<file path="config.mk">
export PLATFORM = sky130hd
export DESIGN_NAME = ex_mem_stage_hs
export DESIGN_NICKNAME = d
export VERILOG_FILES = /design/src/rtl/mips_pipe_pkg.sv /design/src/rtl/pipe_skid_reg.sv /design/src/rtl/ex_mem_stage_hs.sv
export SDC_FILE = /design/constraint.sdc
export NUM_CORES = 1
export LEC_CHECK = 0
export ABC_AREA = 1
export BUFFER_PORTS_ARGS = -buffer_cell sky130_fd_sc_hd__clkbuf_2
export CORE_MARGIN = 4
export CORE_UTILIZATION = 35
export DETAILED_ROUTE_END_ITERATION = 10
export PLACE_DENSITY = 0.65
export SLEW_MARGIN = 20
export SYNTH_ARGS = -nofsm -noshare
export SYNTH_HDL_FRONTEND = slang
export SYNTH_SLANG_ARGS = --single-unit
</file>
<file path="constraint.sdc">
create_clock -name Clk -period 4.55 [get_ports Clk]
set_input_delay 0.455 -clock Clk [delete_from_list [all_inputs] [get_ports Clk]]
set_output_delay 0.455 -clock Clk [all_outputs]
set_load 0.05 [all_outputs]
</file>
<file path="src/rtl/mips_pipe_pkg.sv">
// Shared EX/MEM pipeline types: control bundle, default-width payload layout
// and helpers used by the pipeline-register stages.
package mips_pipe_pkg;

    typedef struct packed {
        logic reg_write;
        logic mem_to_reg;
        logic branch;
        logic mem_read;
        logic mem_write;
        logic zero;
    } ex_mem_ctrl_t;

    localparam ex_mem_ctrl_t CTRL_BUBBLE = '0;

    localparam int PKG_DATA_W = 32;
    localparam int PKG_REG_AW = 5;

    // Default-width layout; stages with other widths declare the same field order locally.
    typedef struct packed {
        ex_mem_ctrl_t            ctrl;
        logic [PKG_DATA_W-1:0]   branch_dest;
        logic [PKG_DATA_W-1:0]   alu_result;
        logic [PKG_DATA_W-1:0]   write_data;
        logic [PKG_DATA_W-1:0]   instruction;
        logic [PKG_REG_AW-1:0]   write_reg;
    } ex_mem_payload_t;

    // Bubbles must never write registers/memory or redirect fetch; the
    // mux select and zero flag carry no side effect and pass through.
    function automatic ex_mem_ctrl_t qualify_ctrl(input ex_mem_ctrl_t c, input logic valid);
        ex_mem_ctrl_t q;
        q = c;
        if (!valid) begin
            q            = CTRL_BUBBLE;
            q.mem_to_reg = c.mem_to_reg;
            q.zero       = c.zero;
        end
        return q;
    endfunction

endpackage

</file>
<file path="src/rtl/pipe_skid_reg.sv">
// Generic one-entry-skid valid/ready register: full throughput with a fully
// registered upstream ready, plus synchronous flush of both entries.
module pipe_skid_reg #(
    parameter int W = 8
) (
    input  logic         Clk,
    input  logic         Rst_n,
    input  logic         flush,
    input  logic         in_valid,
    output logic         in_ready,
    input  logic [W-1:0] in_data,
    output logic         out_valid,
    input  logic         out_ready,
    output logic [W-1:0] out_data
);

    logic         main_valid_reg;
    logic [W-1:0] main_data_reg;
    logic         skid_valid_reg;
    logic [W-1:0] skid_data_reg;
    logic         acc;
    logic         adv;

    assign in_ready  = ~skid_valid_reg;
    assign out_valid = main_valid_reg;
    assign out_data  = main_data_reg;

    assign acc = in_valid & ~skid_valid_reg;
    assign adv = out_ready | ~main_valid_reg;

    always_ff @(posedge Clk or negedge Rst_n) begin
        if (!Rst_n) begin
            main_valid_reg <= 1'b0;
            main_data_reg  <= '0;
            skid_valid_reg <= 1'b0;
            skid_data_reg  <= '0;
        end else if (flush) begin
            main_valid_reg <= 1'b0;
            skid_valid_reg <= 1'b0;
        end else if (adv) begin
            if (skid_valid_reg) begin
                main_valid_reg <= 1'b1;
                main_data_reg  <= skid_data_reg;
                skid_valid_reg <= acc;
                if (acc) begin
                    skid_data_reg <= in_data;
                end
            end else begin
                main_valid_reg <= acc;
                main_data_reg  <= in_data;
            end
        end else if (acc) begin
            // Downstream stalled: park the new entry so ready can stay registered.
            skid_valid_reg <= 1'b1;
            skid_data_reg  <= in_data;
        end
    end

endmodule

</file>
<file path="src/rtl/ex_mem_stage_hs.sv">
// EX/MEM pipeline register with valid/ready skid buffering, flush, bubble-safe
// control outputs, branch-taken decode and a saturating stall counter.
module ex_mem_stage_hs
    import mips_pipe_pkg::*;
#(
    parameter int DATA_W = 32,
    parameter int REG_AW = 5,
    parameter int CNT_W  = 16
) (
    input  logic              Clk,
    input  logic              Rst_n,
    input  logic              In_Valid,
    output logic              In_Ready,
    input  logic              RegWrite_EX,
    input  logic              MemtoReg_EX,
    input  logic              Branch_EX,
    input  logic              MemRead_EX,
    input  logic              MemWrite_EX,
    input  logic              Zero_EX,
    input  logic [DATA_W-1:0] Branch_Dest_EX,
    input  logic [DATA_W-1:0] ALU_Result_EX,
    input  logic [DATA_W-1:0] Read_Data_2_EX,
    input  logic [DATA_W-1:0] Instruction_EX,
    input  logic [REG_AW-1:0] Write_Register_EX,
    input  logic              Flush,
    output logic              Out_Valid,
    input  logic              Out_Ready,
    output logic              RegWrite_MEM,
    output logic              MemtoReg_MEM,
    output logic              Branch_MEM,
    output logic              MemRead_MEM,
    output logic              MemWrite_MEM,
    output logic              Zero_MEM,
    output logic [DATA_W-1:0] Branch_Dest_MEM,
    output logic [DATA_W-1:0] ALU_Result_MEM,
    output logic [DATA_W-1:0] Write_Data_MEM,
    output logic [DATA_W-1:0] Instruction_MEM,
    output logic [REG_AW-1:0] Write_Register_MEM,
    output logic              Branch_Taken_MEM,
    input  logic              Stall_Clr,
    output logic [CNT_W-1:0]  Stall_Count
);

    typedef struct packed {
        ex_mem_ctrl_t        ctrl;
        logic [DATA_W-1:0]   branch_dest;
        logic [DATA_W-1:0]   alu_result;
        logic [DATA_W-1:0]   write_data;
        logic [DATA_W-1:0]   instruction;
        logic [REG_AW-1:0]   write_reg;
    } payload_t;

    localparam int PW = $bits(payload_t);

    payload_t     in_payload;
    payload_t     main_payload;
    logic [PW-1:0] in_vec;
    logic [PW-1:0] main_vec;
    logic          main_valid;
    ex_mem_ctrl_t  ctrl_q;
    logic [CNT_W-1:0] stall_cnt_reg;
    logic [CNT_W-1:0] stall_cnt_next;

    always_comb begin
        in_payload                 = '0;
        in_payload.ctrl.reg_write  = RegWrite_EX;
        in_payload.ctrl.mem_to_reg = MemtoReg_EX;
        in_payload.ctrl.branch     = Branch_EX;
        in_payload.ctrl.mem_read   = MemRead_EX;
        in_payload.ctrl.mem_write  = MemWrite_EX;
        in_payload.ctrl.zero       = Zero_EX;
        in_payload.branch_dest     = Branch_Dest_EX;
        in_payload.alu_result      = ALU_Result_EX;
        in_payload.write_data      = Read_Data_2_EX;
        in_payload.instruction     = Instruction_EX;
        in_payload.write_reg       = Write_Register_EX;
    end

    assign in_vec       = in_payload;
    assign main_payload = payload_t'(main_vec);

    pipe_skid_reg #(.W(PW)) u_skid (
        .Clk       (Clk),
        .Rst_n     (Rst_n),
        .flush     (Flush),
        .in_valid  (In_Valid),
        .in_ready  (In_Ready),
        .in_data   (in_vec),
        .out_valid (main_valid),
        .out_ready (Out_Ready),
        .out_data  (main_vec)
    );

    assign ctrl_q = qualify_ctrl(main_payload.ctrl, main_valid);

    assign Out_Valid          = main_valid;
    assign RegWrite_MEM       = ctrl_q.reg_write;
    assign MemtoReg_MEM       = ctrl_q.mem_to_reg;
    assign Branch_MEM         = ctrl_q.branch;
    assign MemRead_MEM        = ctrl_q.mem_read;
    assign MemWrite_MEM       = ctrl_q.mem_write;
    assign Zero_MEM           = ctrl_q.zero;
    assign Branch_Dest_MEM    = main_payload.branch_dest;
    assign ALU_Result_MEM     = main_payload.alu_result;
    assign Write_Data_MEM     = main_payload.write_data;
    assign Instruction_MEM    = main_payload.instruction;
    assign Write_Register_MEM = main_payload.write_reg;
    assign Branch_Taken_MEM   = main_valid & ctrl_q.branch & ctrl_q.zero;

    // Clear wins over increment; the count sticks at all-ones instead of wrapping.
    always_comb begin
        stall_cnt_next = stall_cnt_reg;
        if (Stall_Clr) begin
            stall_cnt_next = '0;
        end else if (main_valid && !Out_Ready && !(&stall_cnt_reg)) begin
            stall_cnt_next = stall_cnt_reg + {{(CNT_W-1){1'b0}}, 1'b1};
        end
    end

    always_ff @(posedge Clk or negedge Rst_n) begin
        if (!Rst_n) begin
            stall_cnt_reg <= '0;
        end else begin
            stall_cnt_reg <= stall_cnt_next;
        end
    end

    assign Stall_Count = stall_cnt_reg;

endmodule
</file>
==> impl_metrics.toml, run 1 <==
[sta]
final-hold-violation-count = 0
slew_violations = 0
setup_violations = 0
fin_worst_skew_ns = 0.0150
max_freq_ghz = 0.338
tns_ns = 0
worst_pin_slew_ns = 1.28
min_period_over_period = 0.651
rsz0062_at_grt = "false"
slew-limit-headroom = 0.144
fin_crit_ns = 2.96

[detailed_routing]
wire_per_inst_um = 14.0
post_drt_via_cell_ratio = 4.55
wl_um = 32500
drcViolationCount = 0
firstDrtPassIters = 5
vias = 10600
route.antenna.remaining_nets = 0
drtIter0Drc = 684

[clock_tree]
cts_made_buffers = 35
cts_setup_buffers = 0
cts_tree = "done"
holdBufCountCts = 0
clk_latency_ns = 0.52
cts-root-buf = "clkbuf_16"
cts_resized = 0
cts_max_level = 2
clk_pin_slew_ns = 0.06
cts_sinks = 296
cts_buffer_depth = 3

[place]
hpwl_um = 21200
gp_congestion = 0.807
dp_cells = 2262
port_buffers = 302

[cells_and_area]
num_antenna_cells = 0
layout-drive-gt1-share = 0.227
num-nets-final = 1920
post-route-util = 0.401
final-instance-count-excl-fill = 2323
num-fill-cells = 4013
area_growth_pct = 13.5

[global_routing]
grt-ovfl-total = 0
grt_pass1_wl_um = 54300
antenna_found_initial = 0
grt_use_total = 0.150
grt_max_degree = 233
grt_pass1_vias = 10500

[worst_setup_path]
critPathArrivalTime_ns = 2.51
crit_path_max_fanout = 55
crit_path_start_kind = "flop"
path_class = "reg2out"
worst_ep_required_time_ns = 4.09
cp-end-kind = "output port"

[floorplan]
die_area_mm2 = 0.0433
ios = 303
die_h_um = 208
die_width_um = 208
rows = 73
initial_core_util = 0.354
core_area_mm2 = 0.0396

[yosys]
yosys.area.top_type_share = 0.528
yosys_warnings = 0
synth_top_area_cell = "dfrtp_1"
synth_cell_types = 26
netlist_top_cells_count = "nand2_1, dfrtp_1, inv_1, nor2_1, a31oi_1"
syn-num-nets = 1797
synthArstFlopShare = 1.00
synth_ff_type = "dfrtp_1"
ys_ff_latch = 296
yosysMostFrequentCell = "nand2_1"
synthCells = 1651
syn-cell-area_mm2 = 0.0140
avgSynthCellArea_um2 = 8.49
synth_edf_count = 0
seq_area_frac_synth = 0.528
synth.area.top_cells = "dfrtp_1, nand2_1, buf_4, a31oi_1, inv_1"

[job]
drv_cap = 0

[power]
power_density_mw_per_mm2 = 483
total_power_w = 0.00768
total_leakage_power_nw = 8.17
ir_drop_uv = 288

[status]
outcome = "finished, final reports clean"

[worst_hold_path]
hold_path_class = "in2async"
## metrics by stage
step	worst slack, ns	hold WS [ns]	cell area [µm²]
detailed placement	2.04	0.468	14800
global placement	2.10	0.464	14800
finish	1.59	0.0253	15900
CTS	1.45	0.0442	15900
floorplan	2.59	0.159	14000
global route	1.41	0.0915	15900
## cells by family (layout without fill, tap and decap cells)
| family | after synthesis | count (layout) | share of synthesized area |
|---|---|---|---|
| AO/OA/AOI/OAI | 282 | 282 | 0.122 |
| flip-flops | 296 | 296 | 0.528 |
| buffers and inverters | 390 | 537 | 0.157 |
| XOR/XNOR | 6 | 6 | 0.00375 |
| adder cells (fa/ha/maj) | 1 | 1 | 0.000892 |
| AND/OR/NAND/NOR | 676 | 676 | 0.188 |
## placed cells by master, fill, tap and decap left out, types with 2 or more instances in the layout
cell type	Yosys	layout
clkbuf_1	40	8
nand3b_1	2	2
clkbuf_16	0	37
nor2_4	5	5
buf_12	0	5
xor2_1	6	6
dfrtp_1	296	295
a31oi_1	138	138
o21ai_2	34	34
clkbuf_2	0	301
nor3_1	2	2
nand3_1	12	12
clkinv_2	0	5
buf_4	134	5
o21ai_0	42	42
clkinv_4	0	2
clkbuf_8	0	7
bufinv_16	0	2
nor2_1	156	156
inv_1	161	161
nand2_1	490	490
o21ai_1	66	66
nand4_1	6	6
## metal layers
| layer | routed length [µm] | vias up | global-route usage |
|---|---|---|---|
| met1 | 14300 | 4928 | 0.192 |
| li1 | - | 5323 | - |
| met4 | 806 | 0 | 0.0530 |
| met2 | 15300 | 261 | 0.248 |
| met3 | 2040 | 51 | 0.0371 |
| met5 | 0 | - | 0 |
## final timing paths
check	startpoint	end	slack, ns	depth (start not counted)
setup / recovery	u_skid.skid_valid_reg	In_Ready	1.59	3
hold / removal	Rst_n	u_skid.skid_data_reg[76]	0.03	1
setup reg to reg	u_skid.out_valid	u_skid.out_data[133]	2.08	7
hold reg to reg	u_skid.skid_data_reg[48]	u_skid.skid_data_reg[48]	0.48	2
max in group asynchronous	Rst_n	u_skid.skid_data_reg[10]	3.46	2
min in group Clk	Instruction_EX[3]	u_skid.skid_data_reg[8]	0.16	3
## layout make-up
class                   count  area [µm²]  share of cell area
clock buffers              52        1050              0.0661
multi-input cells         965        4420               0.277
flip-flops and latches    296        7410               0.466
inverters                 164         618              0.0388
clock inverters             9         103             0.00645
well taps                 525         657              0.0413
repair buffers            312        1660               0.104
## critical path, cell delays in order (launching register included)
cell and delay (ns):
dfrtp_4 0.71, inv_4 0.35, buf_4 0.52, clkbuf_2 0.38
## power breakdown
group,total (W),internal [W],switching (W)
registers,0.00336,0.00309,0.000264
clock network,0.00280,0.00171,0.00108
logic,0.00153,0.000426,0.00110
(Power assumes the default switching activity.)
==> inputs of run 2 (changes only) <==
PLACE_DENSITY = 0.67   (was 0.65)
clock period = 2.4 ns   (was 4.55 ns; I/O delays follow)
==> impl_metrics.toml, run 2 (synthesis results as in run 1) <==
[status]
outcome = "finished, final reports clean"

[cells_and_area]
seq_area_mm2 = 0.00741
num-fill-cells = 3774
mostFrequentLayoutCells = "nand2_1, clkbuf_2, dfrtp_1"
multi_input_area_mm2 = 0.00442
layout-drive-gt1-share = 0.219
final_common_cell = "nand2_1"
area_growth_pct = 25.4
fin_area_mm2 = 0.0176
num-nets-final = 2085

[floorplan]
die_width_um = 208
initial_core_util = 0.354
die_area_mm2 = 0.0433
rows = 73
core_area_mm2 = 0.0396
die_h_um = 208
ios = 303

[sta]
fin_worst_skew_ns = 0.0113
rsz0062_at_grt = "false"
fin_crit_ns = 1.96
slew-limit-headroom = 0.531
worst_pin_slew_ns = 0.704
slew_violations = 0
max_freq_ghz = 0.510
min_period_over_period = 0.817
tns_ns = 0
final-hold-violation-count = 0
setup_violations = 0

[clock_tree]
cts_resized = 0
clk_pin_slew_ns = 0.05
clk_latency_ns = 0.52
cts_buffer_depth = 3
cts_max_level = 2
cts_tree = "done"
cts_sinks = 296
cts_made_buffers = 35
cts-root-buf = "clkbuf_16"

[worst_setup_path]
cp_top_family = "buffers and inverters"
critPathArrivalTime_ns = 2.40
path_common_cell = "buf_12"
crit_chain = "inv_1 -> or2_1 -> inv_2 -> nor2_4 -> buf_12 -> buf_12 -> nor2_1 -> a31oi_1"
crit_path_start_kind = "flop"
crit_path_start = "u_skid.out_valid"
path_class = "reg2reg"
worst_ep_required_time_ns = 2.84
r2r_cells = 8
crit_path_max_fanout = 60
cp-end-kind = "flop"
crit_slowest_cell = "dfrtp_1"
reg2reg_slack_ns = 0.44
cp_slowest_stage_delay_ns = 0.43
crit_buf_inv = 4
crit-reg2reg-capture = "u_skid.out_data[69]"
r2r-start = "u_skid.out_valid"

[detailed_routing]
drcViolationCount = 0
route.antenna.remaining_nets = 0
drtIter0Drc = 703
post_drt_via_cell_ratio = 4.60
vias = 11400
wire_per_inst_um = 14.2
firstDrtPassIters = 5
wl_um = 35200

[job]
drv_cap = 0

[place]
port_buffers = 302
place_area_mm2 = 0.0150
hpwl_um = 22600
gp_congestion = 0.813

[power]
total_power_w = 0.0148
ir_drop_uv = 562
power_density_mw_per_mm2 = 841
total_leakage_power_nw = 8.89

[worst_hold_path]
holdPathStages = 4
whs_endpoint = "Stall_Count[4]"
holdCritStartpoint = "Stall_Clr"
hold_path_class = "in2reg"

[global_routing]
grt_use_total = 0.162
antenna_found_initial = 1
grt-ovfl-total = 0
grt_pass1_wl_um = 58700
grt_max_degree = 140
grt_pass1_vias = 11600
## run 2: per-layer routing
| metal | up-vias | global-route usage | part of all wire |
|---|---|---|---|
| met5 | - | 0 | 0 |
| met4 | 0 | 0.0668 | 0.035 |
| met3 | 82 | 0.0363 | 0.054 |
| met2 | 301 | 0.279 | 0.49 |
| met1 | 5396 | 0.198 | 0.43 |
| li1 | 5655 | - | - |
## run 2: worst min-delay path: cells and delay by family
kind	cells	cell delay (ns)
AND/OR/NAND/NOR	3	0.21
buffers and inverters	1	0.14
## run 2: worst max-delay path by stage
stage / cells after the start / slack [ns] / end
final: 8 / 0.44 / u_skid.out_data[69]
after global routing: 8 / 0.25 / u_skid.out_data[80]
after CTS: 8 / 0.44 / u_skid.out_data[75]
after detailed placement: 8 / 0.45 / u_skid.out_data[75]
after global placement: 8 / 0.51 / u_skid.out_data[53]
after floorplan: 10 / 0.44 / Stall_Count[2]
## run 2: layout make-up
cell class,count,area share
multi-input combinational,965,0.251
timing repair buffer,477,0.189
inverter,164,0.0352
clock buffer,53,0.0607
sequential,296,0.422
antenna,1,0.000142
clock inverter,5,0.00427
tap,525,0.0374
## run 2: timing repair
item,CTS,global route
hold buffers,142,0
endpoints found under the hold margin,335,0
buffers inserted,0,0
## run 2: report_power, final
group | leakage [nW] | total [W] | switching, W | internal (W)
clock | 0.563 | 0.00525 | 0.00200 | 0.00326
combinational | 4.77 | 0.00315 | 0.00216 | 0.000988
sequential | 3.56 | 0.00637 | 0.000503 | 0.00586
## run 2: stage by stage
stage | cells | utilization | hold WS (ns) | setup WS, ns
2_1_floorplan | 1651 | - | -0.0556 | 0.443
3_3_place_gp | 2285 | 0.379 | 0.235 | 0.512
3_5_place_dp | 2285 | 0.379 | 0.234 | 0.450
4_1_cts | 2485 | 0.443 | 0.0780 | 0.439
5_1_grt | 2486 | 0.443 | 0.112 | 0.249
6_report | 2486 | 0.443 | 0.120 | 0.440
==> inputs of run 3 (changes only) <==
clock period = 1.8 ns   (was 2.4 ns; I/O delays follow)
==> impl_metrics.toml, run 3 (synthesis results as in run 1) <==
[power]
total_power_w = 0.0199
seqPwrFrac = 0.427
power_density_mw_per_mm2 = 1120
ir_drop_uv = 685
power.internal_w = 0.0135
power_frac_clock = 0.358
swShare = 0.320
pwr-share-comb = 0.215
p_sw_w = 0.00635
total_leakage_power_nw = 8.93

[worst_setup_path]
critPathArrivalTime_ns = 1.53
crit_path_start_kind = "flop"
r2r_cells = 8
crit_path_max_fanout = 14
path_class = "reg2out"
worst_ep_required_time_ns = 1.62
cp-end-kind = "output port"

[cells_and_area]
final_common_cell = "nand2_1"
final-instance-count-excl-fill = 2488
multi_input_area_mm2 = 0.00443
mostFrequentLayoutCells = "nand2_1, clkbuf_2, dfrtp_1"
num-nets-final = 2086
post-route-util = 0.446
seq_area_mm2 = 0.00742
layout-drive-gt1-share = 0.222
num-fill-cells = 3722
area_growth_pct = 26.2

[sta]
rsz0062_at_grt = "false"
min_period_over_period = 0.951
final-hold-violation-count = 0
max_freq_ghz = 0.584
worst_pin_slew_ns = 0.710
fin_worst_skew_ns = 0.00798
hold_slack_ns = 0.0565
slew_violations = 0
slew-limit-headroom = 0.526
worst_slack_ns = 0.0882
setup_violations = 0
fin_crit_ns = 1.71

[detailed_routing]
wire_per_inst_um = 14.6
drtIter0Drc = 791
vias = 11500
route.antenna.remaining_nets = 0
firstDrtPassIters = 5
post_drt_via_cell_ratio = 4.62
drcViolationCount = 0
wl_um = 36300

[clock_tree]
cts_max_level = 2
cts-root-buf = "clkbuf_16"
cts_tree = "done"
clk_latency_ns = 0.52
cts_buffer_depth = 3
cts_made_buffers = 35
cts_sinks = 296
clk_pin_slew_ns = 0.06

[floorplan]
initial_core_util = 0.354
rows = 73
die_area_mm2 = 0.0433
core_area_mm2 = 0.0396
ios = 303
die_h_um = 208
die_width_um = 208

[worst_hold_path]
holdPathStages = 4
hold_path_class = "in2reg"

[place]
hpwl_um = 22800
dp_cells = 2284
gp_congestion = 0.807
port_buffers = 302
place_ws_ns = -0.0287

[global_routing]
antenna_found_initial = 1
grt_pass1_wl_um = 60400
grt_pass1_vias = 11800
grt-ovfl-total = 0
grt_use_total = 0.167
grt_max_degree = 140

[job]
drv_cap = 0

[status]
outcome = "finished, final reports clean"
==> run 3: final cells by class <==
| cell class | count | share of cell area |
|---|---|---|
| Tap cell | 525 | 0.0371 |
| Clock inverter | 9 | 0.00700 |
| Timing Repair Buffer | 478 | 0.194 |
| Sequential cell | 296 | 0.419 |
| Inverter | 164 | 0.0349 |
| Clock buffer | 50 | 0.0574 |
| Antenna cell | 1 | 0.000141 |
| Multi-Input combinational cell | 965 | 0.250 |
==> run 3: power by group through the flow <==
| stage | clock (W) | sequential, W | combinational (W) |
|---|---|---|---|
| floorplan | 0 | 0.00842 | 0.00348 |
| global placement | 0 | 0.00852 | 0.00395 |
| detailed placement | 0 | 0.00857 | 0.00405 |
| CTS | 0.00736 | 0.00847 | 0.00431 |
| global route | 0.00761 | 0.00861 | 0.00468 |
| finish | 0.00711 | 0.00847 | 0.00428 |
==> run 3: path summary, 6_finish.rpt <==
path / startpoint / end / slack, ns
worst max register to register: u_skid.out_valid / u_skid.out_data[46] / 0.17
worst min register to register: u_skid.skid_data_reg[101] / u_skid.skid_data_reg[101] / 0.48
worst min-delay path: Stall_Clr / Stall_Count[12] / 0.06
min in group asynchronous: Rst_n / u_skid.skid_data_reg[76] / 0.15
max in group asynchronous: Rst_n / u_skid.out_data[94] / 0.86
worst max-delay path: u_skid.skid_valid_reg / In_Ready / 0.09
==> run 3: metal layers <==
layer | up-vias | GRT usage | part of all wire
met5 | - | 0 | 0
met4 | 0 | 0.0738 | 0.036
met3 | 79 | 0.0413 | 0.061
met2 | 334 | 0.275 | 0.47
met1 | 5428 | 0.209 | 0.43
li1 | 5660 | - | -
==> run 3: per-stage QoR <==
step | setup TNS, ns | instance area, µm²
after floorplan | 0 | 14000
after global placement | 0 | 15100
after detailed placement | -0.0834 | 15100
after CTS | 0 | 17600
after global routing | 0 | 17700
final | 0 | 17700
==> run 3: critical path, cell delays in order (launching register included) <==
cell,delay [ns]
dfrtp_4,0.50
inv_4,0.20
buf_2,0.31
==> run 3: timing repair <==
item	in CTS	in global routing
hold buffers	142	1
hold endpoints to repair	517	1
pin swaps	0	1
gates cloned	0	0
buffers inserted	0	1
endpoints found under the setup margin	6	21
resized for setup	1	5
